### src/rtl/btn_evt_tx_if.sv
// Byte handshake between the button event serialiser and the UART
// transmitter. A byte moves on a rising clock edge where tx_valid and
// tx_ready are both high.
interface btn_evt_tx_if;
    logic [7:0] tx_data;
    logic       tx_valid;
    logic       tx_ready;

    // The serialiser drives data and valid.
    modport master (
        output tx_data,
        output tx_valid,
        input  tx_ready
    );

    // The transmitter accepts bytes.
    modport slave (
        input  tx_data,
        input  tx_valid,
        output tx_ready
    );
endinterface

### src/rtl/btn_evt_tx.sv
// Button press to ASCII event serialiser.
// Detects press edges on a debounced button vector and keeps one pending
// event per button. Each event goes out as the four bytes 'K', hex index,
// CR, LF on a valid/ready byte stream, lowest button index first.
module btn_evt_tx #(
    parameter int   BT_WIDTH  = 8,
    parameter logic PRESS_LVL = 1'b1
) (
    input  logic                clk,
    input  logic                rst_n,
    input  logic [BT_WIDTH-1:0] btn_in,
    btn_evt_tx_if.master        tx,
    output logic                busy,
    output logic [BT_WIDTH-1:0] evt_drop
);

    typedef enum logic {
        S_IDLE,
        S_SEND
    } state_t;

    localparam logic [7:0] ASCII_K  = 8'h4B;
    localparam logic [7:0] ASCII_CR = 8'h0D;
    localparam logic [7:0] ASCII_LF = 8'h0A;

    // Button index to one upper-case hex digit.
    function automatic logic [7:0] hex_ascii(input logic [3:0] v);
        return (v < 4'd10) ? (8'h30 + {4'h0, v}) : (8'h37 + {4'h0, v});
    endfunction

    state_t              r_state;
    state_t              w_state_nxt;
    logic                r_armed;
    logic [BT_WIDTH-1:0] r_prev;
    logic [BT_WIDTH-1:0] r_pending;
    logic [BT_WIDTH-1:0] r_evt_drop;
    logic [3:0]          r_sel;
    logic [3:0]          w_sel_nxt;
    logic [1:0]          r_byte_idx;
    logic [1:0]          w_byte_idx_nxt;
    logic [7:0]          r_tx_data;
    logic [7:0]          w_tx_data_nxt;
    logic                r_tx_valid;
    logic                w_tx_valid_nxt;
    logic                w_take;
    logic [3:0]          w_low_idx;
    logic [BT_WIDTH-1:0] w_lvl_now;
    logic [BT_WIDTH-1:0] w_lvl_prev;
    logic [BT_WIDTH-1:0] w_press;
    logic [BT_WIDTH-1:0] w_clr;
    logic [BT_WIDTH-1:0] w_drop;
    logic [BT_WIDTH-1:0] w_pending_nxt;

    // A bit is 1 where the button sits at the pressed level.
    assign w_lvl_now  = btn_in ~^ {BT_WIDTH{PRESS_LVL}};
    assign w_lvl_prev = r_prev ~^ {BT_WIDTH{PRESS_LVL}};

    // Press edges only count once armed, so a button held through reset is ignored.
    assign w_press = w_lvl_now & ~w_lvl_prev & {BT_WIDTH{r_armed}};

    // Starting a message retires the pending bit it was chosen from.
    assign w_clr = w_take ? (BT_WIDTH'(1) << w_low_idx) : '0;

    // A press on an already pending bit is lost unless that bit is retired on
    // the same edge; in that case the press simply re-queues the button.
    assign w_drop        = w_press & r_pending & ~w_clr;
    assign w_pending_nxt = (r_pending & ~w_clr) | w_press;

    // Lowest pending index; scanning downward lets the lowest set bit win.
    always_comb begin
        w_low_idx = '0;
        for (int i = BT_WIDTH - 1; i >= 0; i--) begin
            if (r_pending[i]) begin
                w_low_idx = 4'(i);
            end
        end
    end

    // Next state and next message byte.
    always_comb begin
        // NOTE: every output gets a default first so no path leaves a
        // variable unassigned, which would infer a latch.
        w_state_nxt    = r_state;
        w_sel_nxt      = r_sel;
        w_byte_idx_nxt = r_byte_idx;
        w_tx_data_nxt  = r_tx_data;
        w_tx_valid_nxt = r_tx_valid;
        w_take         = 1'b0;

        unique case (r_state)
            S_IDLE: begin
                if (|r_pending) begin
                    w_take         = 1'b1;
                    w_sel_nxt      = w_low_idx;
                    w_byte_idx_nxt = 2'd0;
                    w_tx_data_nxt  = ASCII_K;
                    w_tx_valid_nxt = 1'b1;
                    w_state_nxt    = S_SEND;
                end
            end
            S_SEND: begin
                // Data and valid only move on a transfer, so they hold while stalled.
                if (r_tx_valid && tx.tx_ready) begin
                    unique case (r_byte_idx)
                        2'd0: begin
                            w_tx_data_nxt  = hex_ascii(r_sel);
                            w_byte_idx_nxt = 2'd1;
                        end
                        2'd1: begin
                            w_tx_data_nxt  = ASCII_CR;
                            w_byte_idx_nxt = 2'd2;
                        end
                        2'd2: begin
                            w_tx_data_nxt  = ASCII_LF;
                            w_byte_idx_nxt = 2'd3;
                        end
                        2'd3: begin
                            w_tx_valid_nxt = 1'b0;
                            w_state_nxt    = S_IDLE;
                        end
                    endcase
                end
            end
            default: begin
                w_state_nxt = S_IDLE;
            end
        endcase
    end

    // FSM state and transmit registers; reset abandons any message in flight.
    always_ff @(posedge clk) begin
        // NOTE: sequential state uses non-blocking assignments so every
        // register samples its inputs from before the edge.
        if (!rst_n) begin
            r_state    <= S_IDLE;
            r_sel      <= '0;
            r_byte_idx <= '0;
            r_tx_data  <= 8'h00;
            r_tx_valid <= 1'b0;
        end else begin
            r_state    <= w_state_nxt;
            r_sel      <= w_sel_nxt;
            r_byte_idx <= w_byte_idx_nxt;
            r_tx_data  <= w_tx_data_nxt;
            r_tx_valid <= w_tx_valid_nxt;
        end
    end

    // Arming, previous levels, pending events and registered drop pulses.
    always_ff @(posedge clk) begin
        if (!rst_n) begin
            r_armed    <= 1'b0;
            r_prev     <= '0;
            r_pending  <= '0;
            r_evt_drop <= '0;
        end else begin
            r_armed    <= 1'b1;
            r_prev     <= btn_in;
            r_pending  <= w_pending_nxt;
            r_evt_drop <= w_drop;
        end
    end

    assign tx.tx_data  = r_tx_data;
    assign tx.tx_valid = r_tx_valid;
    assign busy        = (r_state == S_SEND);
    assign evt_drop    = r_evt_drop;

endmodule

### src/flat_wrapper.sv
// flat-port wrapper written by rule: the top's interface ports become plain ports
module btn_evt_tx_flat 
#(
    parameter int   BT_WIDTH  = 8,
    parameter logic PRESS_LVL = 1'b1
)
  (clk, rst_n, btn_in, busy, evt_drop, tx_tx_data, tx_tx_valid, tx_tx_ready);
  btn_evt_tx_if tx_i ();
  input  logic clk;
  input  logic rst_n;
  input  logic [BT_WIDTH-1:0] btn_in;
  output logic busy;
  output logic [BT_WIDTH-1:0] evt_drop;
  output wire logic [$bits(tx_i.tx_data)-1:0] tx_tx_data;
  output wire logic [$bits(tx_i.tx_valid)-1:0] tx_tx_valid;
  input wire logic [$bits(tx_i.tx_ready)-1:0] tx_tx_ready;
  assign tx_tx_data = tx_i.tx_data;
  assign tx_tx_valid = tx_i.tx_valid;
  assign tx_i.tx_ready = tx_tx_ready;
  btn_evt_tx #(.BT_WIDTH(BT_WIDTH), .PRESS_LVL(PRESS_LVL)) u_core (.clk(clk), .rst_n(rst_n), .btn_in(btn_in), .tx(tx_i), .busy(busy), .evt_drop(evt_drop));
endmodule
### config.mk
export PLATFORM = sky130hd
export DESIGN_NAME = btn_evt_tx_flat
export DESIGN_NICKNAME = d
export VERILOG_FILES = /design/src/rtl/btn_evt_tx_if.sv /design/src/rtl/btn_evt_tx.sv /design/src/flat_wrapper.sv
export SDC_FILE = /design/constraint.sdc
export NUM_CORES = 1
export LEC_CHECK = 0
export CAP_MARGIN = 5
export CORE_ASPECT_RATIO = 1.1
export CORE_MARGIN = 2
export CORE_UTILIZATION = 45
export DETAILED_ROUTE_END_ITERATION = 10
export DONT_BUFFER_PORTS = 1
export MAX_ROUTING_LAYER = met4
export PLACE_DENSITY = 0.69
export SETUP_SLACK_MARGIN = 0.3
export SYNTH_ARGS = -nofsm -noshare
export SYNTH_HDL_FRONTEND = slang
export SYNTH_SLANG_ARGS = --single-unit
### constraint.sdc
create_clock -name clk -period 3.2 [get_ports clk]
set_input_delay 0.96 -clock clk [delete_from_list [all_inputs] [get_ports clk]]
set_output_delay 0.96 -clock clk [all_outputs]
set_load 0.1 [all_outputs]
=== Word-level counts from Yosys, hierarchy flattened ===
Cells that the tools add are included.

* Register bits: 41
* Output and inout port bits: 18
* Word-level logic and storage cells: 63

* Add/subtract/negate cells: 2
* $lt $le $gt $ge: 1
* Equality and inequality tests: 7
* Shift operators: 1
* Mux-type cells: 28
* Bitwise gates (word level): 9
* Reduce and logical (&&, ||, !) cells: 6

{| class="wikitable"
|+ Operators by type and width
! operator !! count
|-
| bitwise AND 8 bit || 5
|-
| two-way mux 8 bit || 4
|-
| two-way mux 4 bit || 7
|-
| one-hot mux 8 bit (3 select lines) || 1
|-
| inverter 8 bit || 2
|-
| one-hot mux 8 bit (2 select lines) || 1
|-
| adder 6 x 4 -> 7 bit (first input constant) || 2
|-
| two-way mux 1 bit || 8
|-
| OR 8 bit || 1
|-
| OR reduction 8 bit || 1
|-
| << shifter 1 x 4 -> 8 bit (first input constant) || 1
|-
| one-hot mux 2 bit (3 select lines) || 1
|-
| AND reduction 3 bit || 2
|-
| == test 2 bit (second input constant) || 2
|-
| < comparator 4 bit (second input constant) || 1
|-
| two-way mux 2 bit || 2
|-
| != test 2 bit (second input constant) || 2
|-
| != test 4 bit (second input constant) || 1
|-
| one-hot mux 1 bit (2 select lines) || 2
|-
| one-hot mux 2 bit (2 select lines) || 1
|-
| two-way mux 3 bit || 1
|-
| == test 2 x 1 -> 1 bit (second input constant) || 1
|-
| logical NOT 2 bit || 1
|-
| != test 2 x 1 -> 1 bit (second input constant) || 1
|-
| other kinds (3) || 3
|}

=== Logic depth before layout (Yosys ltp) ===
Gate-level depths: netlist of run 1.

* Word-level depth: 13
* Depth in mapped cells: 6
* Mapped depth without buffers: 6

=== Worst setup path after synthesis of run 1 ===
No wires, ideal clock.

* Kind: register to output
* Start point: reg u_core.r_tx_data[5], in the netlist u_core.tx.tx_data[5]
* End point: out tx_tx_data[5]
* Arrival time: 1.373 ns
* Setup slack: 0.867 ns
* Cell stages (with the launch flop): 2
* Path through: dfxtp_1 buf_4

{| class="wikitable"
|+ RTL lines
! element !! RTL line !! source
|-
| start: declaration || btn_evt_tx.sv:41 || <nowiki>logic [7:0] r_tx_data;</nowiki>
|-
| start signal: assignment || btn_evt_tx.sv:144 || <nowiki>r_tx_data <= w_tx_data_nxt;</nowiki>
|-
| end: declaration || flat_wrapper.sv:14 || <nowiki>output wire logic [$bits(tx_i.tx_data)-1:0] tx_tx_data;</nowiki>
|}

No word-level cell between the ends.

=== Final worst setup path of run 1 ===
* Start point: reg u_core.r_tx_data[5], in the netlist u_core.tx.tx_data[5]
* End point: out tx_tx_data[5]

No word-level cell between the ends.

==> flow_metrics.tcl, run 1 <==
set metrics [dict create \
    seq_area_frac_synth 0.496 \
    syn_nets 172 \
    crit_type "reg2out" \
    place_area_um2 1550 \
    number_of_endpoints_with_negative_hold_slack_in_the_final_report 0 \
    cts_inserted_buffers 5 \
    seq_area_um2 762 \
    maxUsedRoutingLayer "met4" \
    synthFlopType "dfxtp_1" \
    leakagePower_uw 0.000599 \
    wl_per_cell_um 14.3 \
    tightest_pin_transition_ps 1010 \
    antenna_found_initial 0 \
    dr.pass1.iters 4 \
    flow.area_growth_from_synthesis_pct 5.22 \
    synth_area_per_cell_um2 9.77 \
    critPathArrivalTime_ps 1360 \
    initial_utilization 0.464 \
    flip_flop_and_latch_count_after_synthesis 38 \
    first_global_vias 1115 \
    synthesis.instances 157 \
    routed_wl_um 2760 \
    status "finished clean" \
    total_vias_in_the_final_route 1126 \
    met2_length_um 1370 \
    area_of_the_mapped_netlist_um2 1530 \
    final_critical_path_required_period_ps 2320 \
    viasPerCell 5.83 \
    cts_hold_buffers 0 \
    cap_viol_max_count 0 \
    post_synth_most_frequent_cells "38 x dfxtp_1, 10 x o21ai_0, 8 x and2_1, 8 x inv_1, 8 x nand3_1" \
    floorplan.die_area_um2 3890 \
    clkSlewWorstSetupHoldPaths_ps 110 \
    width_of_the_die_um 59.7 \
    wl_met1_um 1170 \
    rsz0062_at_grt "no" \
    synth_most_common_cell "dfxtp_1" \
    synthDistinctLibCells 40 \
    startpoint_type "register" \
    post-cts-setup-buffer-count 0 \
    finalSetupTns_ps 0 \
    numClockSinks 38 \
    tritoncts "yes" \
    final_critical_path_setup_slack_ps 885 \
    synth_area_leaders "dfxtp_1 50%, and2_1 3.3%, ha_1 3.3%, o21ai_0 3.3%, nand3b_1 2.9%" \
    ys.warnings.count 0 \
    synth_async_sr_flop_share 0 \
    maxClockFrequency_ghz 0.432 \
    detailedPlace.worstSlack_ps 1180 \
    dp_hpwl_um 1960 \
    drive_gt1_frac 0.102 \
    io-pin-count 29 \
    irDropWorstVdd_uv 472 \
    grt_first_pass_wirelength_um 4890 \
    end_kind "output pin" \
    multi_input_comb_area_um2 689 \
    cts_resized 0 \
    post-route-period-util 0.724 \
    num-fill-cells 328 \
    synth_edf_count 0 \
    worst_clock_skew_ps 3.91 \
    placement.io_buffers 0 \
    cts-htree-levels 2 \
    finish.net_count 171 \
    fin_worst_hold_slack_ps 424 \
    rows 22 \
    layout.cell_area.non_filler_um2 1610 \
    crit_path_max_fanout 3 \
    synth.largest_area_cell "dfxtp_1" \
    grt-ovfl-total 0 \
    proportion_of_netlist_area_held_by_the_largest_area_contributor 0.496 \
    cts_root_buf "clkbuf_4" \
    diodes 0 \
    grt_max_degree 38 \
    worstPathRequired_ps 2240 \
    clock_latency_late_sink_ps 330 \
    ctsLongestPathBuffers 2 \
    groute.usage.overall 0.167 \
    finalMaxSlewViolations 0 \
    drt_iter0_drc 15 \
    detail-route-antenna-nets 0 \
    placeableCoreArea_um2 3300 \
    gp_congestion 0.733 \
    die_h_um 65.2 \
    length_of_routed_met3_wiring_um 169 \
    max-slew-margin-rel 0.329 \
    worst_hold_path_type "reg2reg" \
    power_density_nw_per_um2 627 \
    drc 0 \
    setup_viol 0 \
    p_total_uw 1010 \
]
-- path summary, 6_finish.rpt --
check | start | depth (start not counted) | slack (ps) | to
worst max-delay path | u_core.tx.tx_data[5] | 0 | 880 | tx_tx_data[5]
worst max register to register | u_core.busy | 5 | 1180 | u_core.tx.tx_data[0]
worst min register to register | u_core.r_prev[3] | 1 | 420 | u_core.evt_drop[3]
worst min-delay path | u_core.r_prev[3] | 1 | 420 | u_core.evt_drop[3]
-- flip-flops by register name, indices dropped and copies added, names as in the netlist --
register / count
u_core.evt_drop: 8
u_core.r_pending: 8
u_core.r_prev: 8
u_core.tx.tx_data: 6
u_core.r_sel: 3
u_core.r_byte_idx: 2
u_core.busy: 1
u_core.r_armed: 1
u_core.tx.tx_valid: 1
-- where the power goes --
group | internal, µW | total, µW | switching (µW)
registers | 505 | 612 | 107
clock network | 107 | 255 | 148
logic | 54.8 | 145 | 89.9
-- worst reg2reg max path, cell delays in order (launching register included) --
cell       delay [ps]
dfxtp_1           710
buf_12            260
nand3_1           120
nor2_1            460
o2111ai_1         200
o311a_1           170
-- layout make-up --
class,instances,area share
clock buffers,7,0.0341
clock inverters,1,0.00310
repair buffers,2,0.0171
flip-flops and latches,38,0.472
well taps,36,0.0279
inverters,8,0.0186
multi-input cells,101,0.427
-- kinds of logic (layout without fill, tap and decap cells) --
| kind of cell | count (synthesis) | in the layout | share of synthesized area |
|---|---|---|---|
| mux | 1 | 1 | 0.00653 |
| other cells | 1 | 1 | 0.00244 |
| compound gates | 34 | 34 | 0.161 |
| flops | 38 | 38 | 0.496 |
| buf+inv | 18 | 18 | 0.0546 |
| fa+ha+maj | 4 | 4 | 0.0326 |
| simple gates | 61 | 61 | 0.247 |
-- routing by layer --
| layer | track usage | vias up |
|---|---|---|
| met5 | - | - |
| met4 | 0.0583 | 0 |
| met3 | 0.0591 | 6 |
| met2 | 0.283 | 25 |
| met1 | 0.179 | 537 |
| li1 | - | 558 |
-- placed cells by master (no fill, tap or decap), types with 4 or more instances in the layout --
| cell | instances |
|---|---|
| nand2_1 | 7 |
| nor2_1 | 7 |
| dfxtp_1 | 37 |
| a21boi_0 | 4 |
| nand3b_1 | 6 |
| and2_1 | 8 |
| ha_1 | 4 |
| nand3_1 | 8 |
| o21ai_0 | 10 |
| clkbuf_4 | 5 |
| inv_1 | 8 |
-- through the flow --
stage,std cells,util
3_3_place_gp,185,0.470
2_1_floorplan,157,-
3_5_place_dp,185,0.470
5_1_grt,193,0.489
6_report,193,0.489
4_1_cts,193,0.489
Note: power is estimated with default switching activity, not from simulation.
==> run 2, diff against run 1 <==
==> constraint.sdc (replaced) <==
create_clock -name clk -period 2.2 [get_ports clk]
set_input_delay 0.66 -clock clk [delete_from_list [all_inputs] [get_ports clk]]
set_output_delay 0.66 -clock clk [all_outputs]
set_load 0.1 [all_outputs]
==> flow_metrics.tcl, run 2 (synthesis gave the netlist of run 1 again) <==
set metrics [dict create \
    status "finished clean" \
    diodes 0 \
    place_area_um2 1670 \
    setup_viol 0 \
    cap_viol_max_count 0 \
    routed_wl_um 2850 \
    groute.usage.overall 0.164 \
    rsz0062_at_grt "no" \
    drc 0 \
    detail-route-antenna-nets 0 \
    rows 22 \
    floorplan.die_area_um2 3890 \
    placeableCoreArea_um2 3300 \
    worst_clock_skew_ps 8.66 \
    critical_path.startpoint "u_core.busy" \
    finish.net_count 186 \
    gp_congestion 0.758 \
    combPwrFrac 0.218 \
    irDropWorstVdd_uv 544 \
    max-slew-margin-rel 0.622 \
    cts_root_buf "clkbuf_4" \
    first_global_vias 1104 \
    most-common-layout-cells "35 x dfxtp_1, 15 x buf_4, 10 x o21ai_0" \
    worst_r2r_startpoint "u_core.r_byte_idx[1]" \
    drive_gt1_frac 0.198 \
    flow.area_growth_from_synthesis_pct 14.4 \
    maxClockFrequency_ghz 0.578 \
    ctsLongestPathBuffers 2 \
    seq_area_um2 767 \
    tritoncts "yes" \
    number_of_endpoints_with_negative_hold_slack_in_the_final_report 0 \
    end_kind "output pin" \
    initial_utilization 0.464 \
    worst_hold_path_type "in2reg" \
    finalMaxSlewViolations 0 \
    netSwitchingFraction 0.321 \
    cts-htree-levels 2 \
    leakagePower_uw 0.000689 \
    total_vias_in_the_final_route 1165 \
    grt_max_degree 38 \
    drt_iter0_drc 38 \
    internal_power_uw 1050 \
    critPathArrivalTime_ps 1070 \
    clkSlewWorstSetupHoldPaths_ps 100 \
    slowest_stage "dfxtp_4" \
    width_of_the_die_um 59.7 \
    layout_commonest_cell "dfxtp_1" \
    grt_first_pass_wirelength_um 4710 \
    finalSetupTns_ps 0 \
    clockPowerShare 0.276 \
    dr.pass1.iters 6 \
    tightest_pin_transition_ps 566 \
    ff2ff_setup_slack_ps 620 \
    cp.depth 1 \
    layout.core_utilization 0.531 \
    viasPerCell 5.60 \
    grt-ovfl-total 0 \
    power_density_nw_per_um2 881 \
    die_h_um 65.2 \
    worstPathRequired_ps 1540 \
    startpoint_type "register" \
    post-route-period-util 0.786 \
    timing.critical_path.cells "buf_6" \
    io-pin-count 29 \
    clock_latency_late_sink_ps 340 \
    cts_hold_buffers 0 \
    layout.cell_area.non_filler_um2 1750 \
    final_critical_path_required_period_ps 1730 \
    multi_input_comb_area_um2 689 \
    crit_type "reg2out" \
    seqPwrFrac 0.506 \
    wl_per_cell_um 13.7 \
    worst_setup_path_endpoint "busy" \
    p_sw_uw 497 \
    critical_path.reg2reg.endpoint "u_core.tx.tx_data[0]" \
    numClockSinks 38 \
    antenna_found_initial 0 \
    timing.critical_path.buf_inv 1 \
    placement.io_buffers 0 \
    worst_r2r_path_depth 6 \
    dp_hpwl_um 2060 \
    critical_path_s_top_delay_family "flip-flops" \
    num-fill-cells 318 \
    crit_path_max_fanout 18 \
    slowest_delay_ps 470 \
    cts_inserted_buffers 5 \
]
==> run 2: layer usage <==
metal / global-route usage / routed length [µm] / vias to the layer above
met1: 0.176 / 1220 / 552
met4: 0.0583 / 44 / 0
met2: 0.274 / 1440 / 23
met5: - / 0 / -
li1: - / - / 585
met3: 0.0591 / 149 / 5
==> run 2: final cells by class <==
type,instances,area share
Multi-Input combinational cell,101,0.393
Timing Repair Buffer,17,0.0820
Tap cell,36,0.0257
Sequential cell,38,0.437
Inverter,8,0.0171
Clock buffer,8,0.0449
==> run 2: worst min path at each step <==
stage / start / to / slack, ps / cells after the start
2_1_floorplan: u_core.r_prev[0] / u_core.evt_drop[0] / 390 / 1
3_3_place_gp: u_core.r_prev[3] / u_core.evt_drop[3] / 400 / 1
5_1_grt: rst_n / u_core.r_armed / 300 / 0
4_1_cts: rst_n / u_core.r_armed / 330 / 0
6_report: rst_n / u_core.r_armed / 340 / 0
3_5_place_dp: u_core.r_prev[1] / u_core.evt_drop[1] / 400 / 1
==> run 2: per-stage QoR <==
step	cells	total power (µW)	hold slack, ps	setup slack (ps)
after global routing	208	1630	304	399
after detailed placement	200	1130	403	552
after floorplan	157	1090	389	386
final	208	1550	342	470
after global placement	200	1120	396	613
after CTS	208	1560	328	364
==> run 2: power by group through the flow <==
stage	Sequential, µW	Clock (µW)	Combinational, µW
2_1_floorplan	925	0	160
3_3_place_gp	795	0	329
3_5_place_dp	797	0	336
4_1_cts	782	441	338
5_1_grt	790	482	358
6_report	782	427	337
==> run 2: what timing repair did <==
item | 4_1_cts | 5_1_grt
endpoints found under the hold margin | 0 | 0
resized for setup | 1 | 1
setup endpoints to repair | 1 | 1
buffers inserted | 0 | 0
==> run 3, diff against run 2 <==
--- a/config.mk
+++ b/config.mk
@@ -12,7 +12,7 @@
 export DETAILED_ROUTE_END_ITERATION = 10
 export DONT_BUFFER_PORTS = 1
 export MAX_ROUTING_LAYER = met4
-export PLACE_DENSITY = 0.69
+export PLACE_DENSITY = 0.71
 export SETUP_SLACK_MARGIN = 0.3
 export SYNTH_ARGS = -nofsm -noshare
 export SYNTH_HDL_FRONTEND = slang
==> constraint.sdc (replaced) <==
create_clock -name clk -period 1.5 [get_ports clk]
set_input_delay 0.45 -clock clk [delete_from_list [all_inputs] [get_ports clk]]
set_output_delay 0.45 -clock clk [all_outputs]
set_load 0.1 [all_outputs]
==> flow_metrics.tcl, run 3 (synthesis gave the netlist of run 1 again) <==
set metrics [dict create \
    layout.cell_area.non_filler_um2 2190 \
    startpoint_type "register" \
    post-route-period-util 0.963 \
    worst_r2r_startpoint "u_core.r_byte_idx[1]" \
    flow.area_growth_from_synthesis_pct 42.8 \
    placement.io_buffers 0 \
    drive_gt1_frac 0.497 \
    end_kind "output pin" \
    critical_path.startpoint "u_core.tx.tx_data[5]" \
    worstPathRequired_ps 1050 \
    finalMaxSlewViolations 0 \
    tritoncts "yes" \
    crit_type "reg2out" \
    clkSlewWorstSetupHoldPaths_ps 120 \
    layout_commonest_cell "dfxtp_4" \
    viasPerCell 5.78 \
    first_global_vias 1290 \
    placeableCoreArea_um2 3300 \
    width_of_the_die_um 59.7 \
    slowest_delay_ps 390 \
    critPathArrivalTime_ps 990 \
    ctsLongestPathBuffers 2 \
    ff2ff_setup_slack_ps 70 \
    cts_inserted_buffers 5 \
    multi_input_comb_area_um2 895 \
    routed_wl_um 3800 \
    cap_viol_max_count 0 \
    wl_per_cell_um 17.5 \
    min-delay-start "rst_n" \
    dr.pass1.iters 4 \
    initial_utilization 0.464 \
    maxClockFrequency_ghz 0.692 \
    p_total_uw 2490 \
    floorplan.die_area_um2 3890 \
    cts-htree-levels 2 \
    die_h_um 65.2 \
    drt_iter0_drc 39 \
    total_vias_in_the_final_route 1254 \
    leakagePower_uw 0.000804 \
    power_density_nw_per_um2 1140 \
    dp_hpwl_um 2070 \
    worst_hold_path_type "in2reg" \
    timing.critical_path.cells "buf_16" \
    drc 0 \
    final_critical_path_setup_slack_ps 55.8 \
    final_critical_path_required_period_ps 1440 \
    detailedPlace.worstSlack_ps 15.1 \
    rsz0062_at_grt "yes" \
    diodes 0 \
    detail-route-antenna-nets 0 \
    number_of_endpoints_with_negative_hold_slack_in_the_final_report 0 \
    gp_congestion 0.808 \
    num-fill-cells 243 \
    worst_clock_skew_ps 17.9 \
    critical_path_s_top_delay_family "flip-flops" \
    irDropWorstVdd_uv 717 \
    finish.net_count 195 \
    slowest_stage "dfxtp_4" \
    place.detailed.instances 193 \
    timing.critical_path.buf_inv 1 \
    grt_max_degree 38 \
    final_cells 217 \
    layout.core_utilization 0.663 \
    rows 22 \
    grt-ovfl-total 0 \
    crit_path_max_fanout 2 \
    status "finished clean" \
    most-common-layout-cells "18 x dfxtp_4, 13 x dfxtp_1, 10 x buf_4" \
    groute.usage.overall 0.221 \
    grt_first_pass_wirelength_um 6180 \
    numClockSinks 38 \
    place_area_um2 1680 \
    io-pin-count 29 \
    cts_root_buf "clkbuf_4" \
    clock_latency_late_sink_ps 360 \
    setup_viol 0 \
    seq_area_um2 837 \
    antenna_found_initial 0 \
]
run 3: final cells by class:
type,count,share of cell area
clock buffers,8,0.0268
inverters,8,0.0171
multi-input cells,102,0.408
flip-flops and latches,38,0.382
well taps,36,0.0206
repair buffers,25,0.145
run 3: through the flow:
stage	setup TNS (ps)	hold WS, ps
4_1_cts	0	113
3_5_place_dp	0	394
6_report	0	133
2_1_floorplan	0	381
3_3_place_gp	0	388
5_1_grt	-27.6	99.8
run 3: what timing repair did:
action / 4_1_cts / 5_1_grt
setup buffers: 13 / 1
resized for setup: 76 / 11
endpoints found under the setup margin: 37 / 39
pin swaps: 24 / 13
endpoints found under the hold margin: 0 / 0
hold buffers: 0 / 0
cloned: 1 / 1
run 3: final timing paths:
check                    endpoint  cells after the start
max                 tx_tx_data[5]                      1
min                u_core.r_armed                      0
max reg2reg  u_core.tx.tx_data[5]                      6
min reg2reg    u_core.evt_drop[2]                      1
run 3: metal layers:
metal  routed length [µm]  track usage  vias to the layer above
met5                    0            -                        -
met4                   99       0.0944                        0
met3                  206       0.0669                       12
met2                 2000        0.365                       35
met1                 1500        0.243                      602
li1                     -            -                      605
run 3: power breakdown:
part / switching (µW) / leakage [µW] / total (µW) / internal [µW]
Sequential: 118 / 0.000328 / 1190 / 1070
Combinational: 424 / 0.000444 / 742 / 318
Clock: 329 / 0.0000326 / 560 / 231
